### config.mk
export PLATFORM = sky130hd
export DESIGN_NAME = int_qlpc_ctrl
export DESIGN_NICKNAME = d
export VERILOG_FILES = /design/src/rtl/g729_mem_map_pkg.sv /design/src/rtl/int_qlpc_ctrl_copy.sv /design/src/rtl/int_qlpc_ctrl.sv
export SDC_FILE = /design/constraint.sdc
export NUM_CORES = 1
export LEC_CHECK = 0
export CORE_MARGIN = 1
export CORE_UTILIZATION = 54
export CTS_CLUSTER_SIZE = 20
export DETAILED_ROUTE_END_ITERATION = 6
export HOLD_SLACK_MARGIN = 0.06
export PLACE_DENSITY = 0.87
export SLEW_MARGIN = 10
export SYNTH_ARGS = -nofsm -noshare
export SYNTH_HDL_FRONTEND = slang
export SYNTH_HIERARCHICAL = 1
export SYNTH_SLANG_ARGS = --single-unit
### constraint.sdc
create_clock -name clock -period 5.04 [get_ports clock]
set_input_delay 1.008 -clock clock [delete_from_list [all_inputs] [get_ports clock]]
set_output_delay 1.008 -clock clock [all_outputs]
set_load 0.1 [all_outputs]
### src/rtl/g729_mem_map_pkg.sv
// Shared scratch-memory map and controller state encoding for the
// LSP interpolation / LSP-to-Az sequencing block.
package g729_mem_map_pkg;

    localparam logic [6:0] LSP_OLD_BASE_C = 7'h60;
    localparam logic [6:0] LSP_NEW_BASE_C = 7'h6A;
    localparam logic [6:0] LSP_IN_BASE_C  = 7'h50;
    localparam logic [6:0] LSP_A_BASE_C   = 7'h40;
    localparam logic [6:0] AZ_OUT_BASE_C  = 7'h00;

    localparam logic [3:0] LSP_ORDER = 4'd10;  // LSP words per frame
    localparam logic [3:0] AZ_LEN    = 4'd11;  // Az coefficients per subframe
    localparam logic [6:0] AZ_SUB2_OFS = 7'd11;

    typedef enum logic [3:0] {
        IDLE,
        INTERP,
        AZ1,
        WAIT1,
        COPY1,
        COPYN,
        AZ2,
        WAIT2,
        COPY2,
        DONE
    } qlpc_state_e;

    // Midpoint of two Q15 LSPs; halving each operand first keeps the sum
    // inside 16 bits, so no saturation is needed.
    function automatic logic [31:0] lsp_avg(input logic [15:0] old_v,
                                            input logic [15:0] new_v);
        logic signed [15:0] a;
        logic signed [15:0] b;
        logic signed [15:0] s;
        a = $signed(old_v) >>> 1;
        b = $signed(new_v) >>> 1;
        s = a + b;
        return {{16{s[15]}}, s};
    endfunction

endpackage

### src/rtl/int_qlpc_ctrl_copy.sv
// Word-per-cycle scratch copy: reads src+idx and writes dst+idx in the same
// cycle (read data returns combinationally). start_i is held high for the
// whole copy phase; done_o flags the last word.
module scratch_copy (
    input  logic        clock,
    input  logic        reset,
    input  logic        start_i,
    input  logic [6:0]  src_base_i,
    input  logic [6:0]  dst_base_i,
    input  logic [3:0]  len_i,
    output logic [6:0]  rd_addr_o,
    input  logic [31:0] rd_data_i,
    output logic [6:0]  wr_addr_o,
    output logic [31:0] wr_data_o,
    output logic        wr_en_o,
    output logic        done_o
);

    logic [3:0] idx_q;
    logic [3:0] idx_d;
    logic       last;

    assign last = (idx_q == len_i - 4'd1);

    // Index advances while active and rewinds after the last word or when idle.
    always_comb begin
        idx_d = '0;
        if (start_i && !last) idx_d = idx_q + 4'd1;
    end

    // Index register.
    always_ff @(posedge clock) begin
        if (reset) idx_q <= '0;
        else       idx_q <= idx_d;
    end

    // Port drive is zero whenever the copy is not active.
    always_comb begin
        rd_addr_o = '0;
        wr_addr_o = '0;
        wr_data_o = '0;
        wr_en_o   = 1'b0;
        done_o    = 1'b0;
        if (start_i) begin
            rd_addr_o = src_base_i + {3'b000, idx_q};
            wr_addr_o = dst_base_i + {3'b000, idx_q};
            wr_data_o = rd_data_i;
            wr_en_o   = 1'b1;
            done_o    = last;
        end
    end

endmodule

### src/rtl/int_qlpc_ctrl.sv
// Sequences LSP interpolation, two LSP-to-Az engine runs and the copies of
// their results into the two-subframe Az output area of scratch memory.
module int_qlpc_ctrl
    import g729_mem_map_pkg::*;
#(
    parameter logic [6:0] LSP_OLD_BASE = LSP_OLD_BASE_C,
    parameter logic [6:0] LSP_NEW_BASE = LSP_NEW_BASE_C,
    parameter logic [6:0] LSP_IN_BASE  = LSP_IN_BASE_C,
    parameter logic [6:0] LSP_A_BASE   = LSP_A_BASE_C,
    parameter logic [6:0] AZ_OUT_BASE  = AZ_OUT_BASE_C
) (
    input  logic        clock,
    input  logic        reset,
    input  logic        start,
    output logic        done,
    output logic        az_start,
    input  logic        az_done,
    output logic        mem_grant,
    output logic [6:0]  scratch_mem_read_addr,
    input  logic [31:0] scratch_mem_in,
    output logic [6:0]  scratch_mem_write_addr,
    output logic [31:0] scratch_mem_out,
    output logic        scratch_mem_write_en
);

    qlpc_state_e state_q, state_d;
    logic [3:0]  idx_q, idx_d;
    logic        phase_q, phase_d;   // 0: fetch old LSP, 1: fetch new + write
    logic [15:0] old_q, old_d;

    logic        cp_en;
    logic [6:0]  cp_src, cp_dst;
    logic [3:0]  cp_len;
    logic [6:0]  cp_raddr, cp_waddr;
    logic [31:0] cp_wdata;
    logic        cp_we, cp_done;

    // Copy-phase source/destination selection, kept apart from the FSM so
    // the copy unit outputs feed the FSM without a combinational cycle.
    always_comb begin
        cp_en  = 1'b0;
        cp_src = '0;
        cp_dst = '0;
        cp_len = '0;
        case (state_q)
            COPY1: begin
                cp_en  = 1'b1;
                cp_src = LSP_A_BASE;
                cp_dst = AZ_OUT_BASE;
                cp_len = AZ_LEN;
            end
            COPYN: begin
                cp_en  = 1'b1;
                cp_src = LSP_NEW_BASE;
                cp_dst = LSP_IN_BASE;
                cp_len = LSP_ORDER;
            end
            COPY2: begin
                cp_en  = 1'b1;
                cp_src = LSP_A_BASE;
                cp_dst = AZ_OUT_BASE + AZ_SUB2_OFS;
                cp_len = AZ_LEN;
            end
            default: ;
        endcase
    end

    scratch_copy u_copy (
        .clock      (clock),
        .reset      (reset),
        .start_i    (cp_en),
        .src_base_i (cp_src),
        .dst_base_i (cp_dst),
        .len_i      (cp_len),
        .rd_addr_o  (cp_raddr),
        .rd_data_i  (scratch_mem_in),
        .wr_addr_o  (cp_waddr),
        .wr_data_o  (cp_wdata),
        .wr_en_o    (cp_we),
        .done_o     (cp_done)
    );

    // State, interpolation index/phase and old-LSP latch.
    always_ff @(posedge clock) begin
        if (reset) begin
            state_q <= IDLE;
            idx_q   <= '0;
            phase_q <= 1'b0;
            old_q   <= '0;
        end else begin
            state_q <= state_d;
            idx_q   <= idx_d;
            phase_q <= phase_d;
            old_q   <= old_d;
        end
    end

    // Next state and all outputs; everything idles at zero by default.
    always_comb begin
        state_d                = state_q;
        idx_d                  = idx_q;
        phase_d                = phase_q;
        old_d                  = old_q;
        done                   = 1'b0;
        az_start               = 1'b0;
        mem_grant              = 1'b0;
        scratch_mem_read_addr  = '0;
        scratch_mem_write_addr = '0;
        scratch_mem_out        = '0;
        scratch_mem_write_en   = 1'b0;

        case (state_q)
            IDLE: begin
                idx_d   = '0;
                phase_d = 1'b0;
                if (start) state_d = INTERP;
            end

            INTERP: begin
                if (!phase_q) begin
                    scratch_mem_read_addr = LSP_OLD_BASE + {3'b000, idx_q};
                    old_d   = scratch_mem_in[15:0];
                    phase_d = 1'b1;
                end else begin
                    scratch_mem_read_addr  = LSP_NEW_BASE + {3'b000, idx_q};
                    scratch_mem_write_addr = LSP_IN_BASE + {3'b000, idx_q};
                    scratch_mem_out        = lsp_avg(old_q, scratch_mem_in[15:0]);
                    scratch_mem_write_en   = 1'b1;
                    phase_d                = 1'b0;
                    if (idx_q == LSP_ORDER - 4'd1) begin
                        idx_d   = '0;
                        state_d = AZ1;
                    end else begin
                        idx_d = idx_q + 4'd1;
                    end
                end
            end

            AZ1, AZ2: begin
                az_start  = 1'b1;
                mem_grant = 1'b1;
                state_d   = (state_q == AZ1) ? WAIT1 : WAIT2;
            end

            WAIT1, WAIT2: begin
                mem_grant = 1'b1;
                if (az_done) state_d = (state_q == WAIT1) ? COPY1 : COPY2;
            end

            COPY1, COPYN, COPY2: begin
                scratch_mem_read_addr  = cp_raddr;
                scratch_mem_write_addr = cp_waddr;
                scratch_mem_out        = cp_wdata;
                scratch_mem_write_en   = cp_we;
                if (cp_done) begin
                    case (state_q)
                        COPY1:   state_d = COPYN;
                        COPYN:   state_d = AZ2;
                        default: state_d = DONE;
                    endcase
                end
            end

            DONE: begin
                done    = 1'b1;
                state_d = IDLE;
            end

            default: state_d = IDLE;
        endcase
    end

endmodule

==> impl_metrics.yaml, run 1 <==
place:
  io_buffer_count: 85
  dpl.hpwl_mm: 6.24
  gp_congestion: 0.858
  placed_cells: 581
drt:
  wl_per_cell_um: 14.5
  drc_errors: 0
  vias: 3295
  vias_per_cell: 5.63
  wl_mm: 8.46
  drtIter0Drc: 147
  postRouteAntennaNets: 0
  first_pass_iters: 4
die:
  coreArea_um2: 5640
  initial_core_util_pct: 57.2
  dieHeight_um: 79.3
  placementRows: 27
  ios: 86
  fp.dieW_um: 79.3
  die_area_um2: 6280
sta:
  fmax_mhz: 213
  tightest_slew_ps: 1010
  min_period_over_period_pct: 93.1
  fin_crit_ps: 4690
  rsz0062_at_grt: "no"
  tns_ps: 0
  finalSetupViolCount: 0
  relSlewSlack_pct: 31.4
  hold_viol: 0
  fin_worst_skew_ps: 7.29
  maxSlewViolCount: 0
critical_path:
  reg2reg_depth: 11
  endpoint_kind: "output pin"
  worstSetupPathType: "input pin to output pin"
  critPathLaunchType: "input pin"
  r2r_slack_ps: 1510
  critPathMaxFanout: 4
  arrival_ps: 3690
  cp.required_ps: 4030
yosys:
  ys_top_cells_by_area: "dfxtp_1, ha_1, and2_1"
  ys.flop_type: "dfxtp_1"
  postSynthCellCount: 435
  async_flop_share_pct: 0
  netlist_area_um2: 3220
  yosys.area.top_type: "dfxtp_1"
  avgSynthCellArea_um2: 7.41
  synth_commonest_cells: "nand2_1, and2_1, a21oi_1"
  synth_edf_count: 0
  yosysMostFrequentCell: "nand2_1"
  synth.yosys.warnings: 6
  yosysTopAreaCellShare_pct: 17.4
  synth-seq-cells: 28
  yosysUniqueCellTypes: 55
  yosysSeqAreaShare_pct: 17.4
cells_and_area:
  nFillCells: 426
  drive_gt1_share_pct: 13.8
  fin_cells: 585
  utilization_pct: 76.9
  multi_input_area_um2: 2520
  n_antenna_cell: 0
  seq_area_um2: 561
  areaGrowthSynthToFinish_pct: 34.6
  nNetsFinal: 582
clock_network:
  cts_made_buffers: 3
  cts_hold_buf: 0
  clockBufferDepth: 2
  clk_pin_slew_ps: 110
  cts_sinks: 28
  ctsHtreeMaxLevel: 1
  clock_latency_ps: 280
  cts_setup_buffers: 0
  post_cts_resized: 0
  cts_tree: "built"
  clockRootBuffer: "clkbuf_8"
grt:
  track_usage_pct: 27.5
  first_global_vias: 3124
  antenna_found_initial: 0
  grt_max_degree: 46
  grt_pass1_wl_mm: 14.0
  gr-total-overflow: 0
power:
  p_leak_uw: 0.00197
  ir_worst_vdd_uv: 182
  power.density_nw_per_um2: 203
worst_hold_path:
  min_path_type: "flop to flop"
  min_path_cells: 2
run:
  maxCapViolCount: 0
run_status:
  status: "finished clean"
## power by group
part	internal, µW	total, µW	switching (µW)
clock network	107	185	78.7
logic	149	425	276
registers	241	271	29.3
## per-layer routing
layer | vias up | routed length [µm] | global-route usage, % | share of wire, %
met5 | - | 0 | 0 | 0
met4 | 0 | 78 | 6.55 | 0.92
met3 | 10 | 531 | 2.99 | 6.3
met2 | 120 | 4260 | 51.4 | 50
met1 | 1510 | 3590 | 33.1 | 42
li1 | 1655 | - | - | -
## metrics by stage
step | power [µW] | setup WS (ps) | hold WS (ps) | area, µm²
after floorplan | 577 | 1.23 | 440 | 3260
after global placement | 677 | 450 | 447 | 4270
after detailed placement | 690 | 393 | 455 | 4270
after CTS | 877 | 379 | 471 | 4340
after global routing | 924 | 186 | 487 | 4340
final | 881 | 346 | 468 | 4340
## placed cells by master, fill, tap and decap left out, types with 14 or more instances in the layout
cell type | netlist | routed
o21ai_0 | 22 | 15
ha_1 | 29 | 29
buf_4 | 2 | 31
nor2_1 | 15 | 15
xnor2_1 | 18 | 18
nand2_1 | 67 | 67
a21oi_1 | 37 | 36
and2_1 | 47 | 47
inv_1 | 15 | 15
clkdlybuf4s50_1 | 0 | 38
a21o_1 | 23 | 23
xor2_1 | 14 | 14
dfxtp_1 | 28 | 28
buf_12 | 0 | 21
## sequential cells by signal (all words and copies together), names as in the netlist
name          count
state_q           4
old_q            15
u_copy/idx_q      4
idx_q             4
phase_q           1
## cells by family after synthesis
logic type      count (synthesis)  share of synthesized area (%)
compound gates                123                           25.3
flops                          28                           17.4
xor+xnor                       33                           9.20
buf+inv                        42                           5.86
fa+ha+maj                      32                           13.1
other cells                     1                          0.116
mux                             1                          0.349
simple gates                  175                           28.6
## critical path, stage by stage
cell	delay [ps]
clkdlybuf4s50_1	510
ha_1	180
inv_1	50
fa_1	400
nor2b_1	200
o2111ai_1	130
nand3_1	180
a21boi_0	190
or4_1	500
nand3_1	150
buf_12	190
## area by class of cell
type	count	area share, %
flip-flops and latches	28	12.9
inverters	16	1.38
multi-input cells	375	58.2
clock buffers	3	0.952
well taps	72	2.08
repair buffers	90	23.8
clock inverters	1	0.692
## path summary, 6_finish.rpt
check / from / end
hold reg to reg: old_q[9] / old_q[9]
setup / recovery: scratch_mem_in[1] / scratch_mem_out[12]
hold / removal: old_q[9] / old_q[9]
setup reg to reg: state_q[3] / state_q[0]
Power figures use the tool's default switching activity.
==> inputs of run 2 (changes only) <==
--- a/config.mk
+++ b/config.mk
@@ -6,11 +6,12 @@
 export NUM_CORES = 1
 export LEC_CHECK = 0
 export CORE_MARGIN = 1
-export CORE_UTILIZATION = 54
+export CORE_UTILIZATION = 55
+export CTS_BUF_LIST = sky130_fd_sc_hd__clkbuf_4
 export CTS_CLUSTER_SIZE = 20
 export DETAILED_ROUTE_END_ITERATION = 6
 export HOLD_SLACK_MARGIN = 0.06
-export PLACE_DENSITY = 0.87
+export PLACE_DENSITY = 0.88
 export SLEW_MARGIN = 10
 export SYNTH_ARGS = -nofsm -noshare
 export SYNTH_HDL_FRONTEND = slang
==> run 2 against run 1 <==
Net effect:
- hold slack better by 5.2 ps
- first-iteration DRC count is 2.0% higher
- global-route usage fell by 0.30 points
- critical path depth is the same
- final cell count unchanged
- sequential cell count did not move
- sequential share of layout area barely moved
- maximum frequency fell by 0.31%
- via count grew 0.30%
==> impl_metrics.yaml, run 2 (synthesis gave the netlist of run 1 again) <==
cells_and_area:
  final_cell_mix: "nand2_1, and2_1, clkdlybuf4s50_1"
  regMostFlops: "old_q"
  areaGrowthSynthToFinish_pct: 34.7
  nNetsFinal: 582
  fin_cells: 585
  postLayoutCellArea_um2: 4340
  n_antenna_cell: 0
  final_common_cell: "nand2_1"
  drive_gt1_share_pct: 13.8
  largest_register_ffs: 15
power:
  power.switching_uw: 374
  p_int_uw: 471
  power_frac_seq_pct: 32.0
  ir_worst_vdd_uv: 162
  power.total_uw: 845
  switching_share_pct: 44.3
  p_leak_uw: 0.00196
  power.density_nw_per_um2: 195
  clkPwrFrac_pct: 18.1
  pwr-share-comb_pct: 49.8
clock_network:
  cts_tree: "built"
  clk_pin_slew_ps: 160
  cts_hold_buf: 0
  cts_made_buffers: 3
  clock_latency_ps: 340
  clockRootBuffer: "clkbuf_4"
  post_cts_resized: 0
  cts_setup_buffers: 0
  ctsHtreeMaxLevel: 1
  cts_sinks: 28
  clockBufferDepth: 2
die:
  dieHeight_um: 78.6
  initial_core_util_pct: 57.8
  fp.dieW_um: 78.6
  die_area_um2: 6170
  coreArea_um2: 5570
  ios: 86
  placementRows: 27
grt:
  track_usage_pct: 27.2
  gr-total-overflow: 0
  first_global_vias: 3021
  antenna_found_initial: 0
  grt_max_degree: 74
  grt_pass1_wl_mm: 13.8
drt:
  wl_mm: 8.41
  vias_per_cell: 5.65
  vias: 3305
  drc_errors: 0
  wl_per_cell_um: 14.4
  first_pass_iters: 4
  postRouteAntennaNets: 0
  drtIter0Drc: 150
sta:
  fin_worst_skew_ps: 6.07
  tns_ps: 0
  rsz0062_at_grt: "no"
  tightest_slew_ps: 973
  fin_crit_ps: 4710
  min_period_over_period_pct: 93.4
  finalSetupViolCount: 0
  relSlewSlack_pct: 35.0
  hold_ws_ps: 474
  hold_viol: 0
  fmax_mhz: 212
  maxSlewViolCount: 0
place:
  gp_congestion: 0.858
  placed_cells: 581
  dpl_cell_area_um2: 4290
  io_buffer_count: 85
  dpl.hpwl_mm: 6.43
run:
  maxCapViolCount: 0
critical_path:
  r2r_slack_ps: 1610
  critPathLaunchType: "input pin"
  crit_top_cell: "nand3_1"
  reg2reg_depth: 11
  max_stage_delay_ps: 510
  critPathBufInv: 3
  critPathMaxFanout: 4
  arrival_ps: 3700
  path_delay_family: "simple AND/OR/NAND/NOR gates"
  endpoint_kind: "output pin"
  cp_slowest_cell: "clkdlybuf4s50_1"
  rr_startpoint: "state_q[3]"
  worstSetupPathType: "input pin to output pin"
  cp.required_ps: 4030
  reg2reg_to: "state_q[0]"
  worstPathCellList: "clkdlybuf4s50_1 > ha_1 > inv_1 > fa_1 > nor2b_1 > o2111ai_1 > nand3_1 > a21boi_0 > or4_1 > nand3_1 > buf_12"
worst_hold_path:
  min_path_type: "flop to flop"
  hp-start: "old_q[14]"
  min_path_cells: 2
  hold_end: "old_q[14]"
run_status:
  status: "finished clean"
[run 2: changes by cell type in the layout (fill, tap and decap cells not counted)]
| cell | delta |
|---|---|
| clkbuf_4 | +3 |
| clkbuf_8 | -3 |
| buf_12 | +1 |
| buf_4 | -1 |
| nor4_2 | -1 |
| nor4_4 | +1 |
[run 2: metal layers]
layer / GRT usage, % / wire length [µm]
met1: 32.7 / 3500
met2: 50.5 / 4340
met3: 3.72 / 444
met4: 5.93 / 121
met5: 0 / 0
[run 2: cell type report]
| type | instances | area (µm²) |
|---|---|---|
| multi-input combinational | 375 | 2530 |
| fill | 377 | 1230 |
| timing repair buffer | 90 | 1050 |
| sequential | 28 | 561 |
| tap | 72 | 90.1 |
| inverter | 16 | 60.1 |
| clock inverter | 1 | 30.0 |
| clock buffer | 3 | 22.5 |
[run 2: worst max-delay path by stage]
stage	to	start	cells after the start	slack, ps
2_1_floorplan	scratch_mem_out[7]	scratch_mem_in[2]	7	1
6_report	scratch_mem_out[12]	scratch_mem_in[1]	11	330
3_3_place_gp	scratch_mem_out[12]	scratch_mem_in[1]	11	430
4_1_cts	scratch_mem_out[12]	scratch_mem_in[1]	11	370
3_5_place_dp	scratch_mem_out[12]	scratch_mem_in[1]	11	390
5_1_grt	scratch_mem_out[12]	scratch_mem_in[1]	11	160
[run 2: through the flow]
step / util, % / setup WS (ps)
2_1_floorplan: - / 1.23
3_3_place_gp: 76.9 / 432
3_5_place_dp: 76.9 / 393
4_1_cts: 77.9 / 371
5_1_grt: 77.9 / 162
6_report: 77.9 / 331
[run 2: worst min-delay path, cell delays in order (launching register included)]
cell and delay [ps]:
dfxtp_1 340, nand2_1 50, a21oi_1 50
[run 2: power by group through the flow]
stage / Clock [µW] / Sequential (µW) / Combinational (µW)
3_5_place_dp: 0 / 275 / 418
3_3_place_gp: 0 / 273 / 406
2_1_floorplan: 0 / 262 / 315
5_1_grt: 161 / 274 / 453
6_report: 153 / 271 / 421
4_1_cts: 154 / 270 / 420
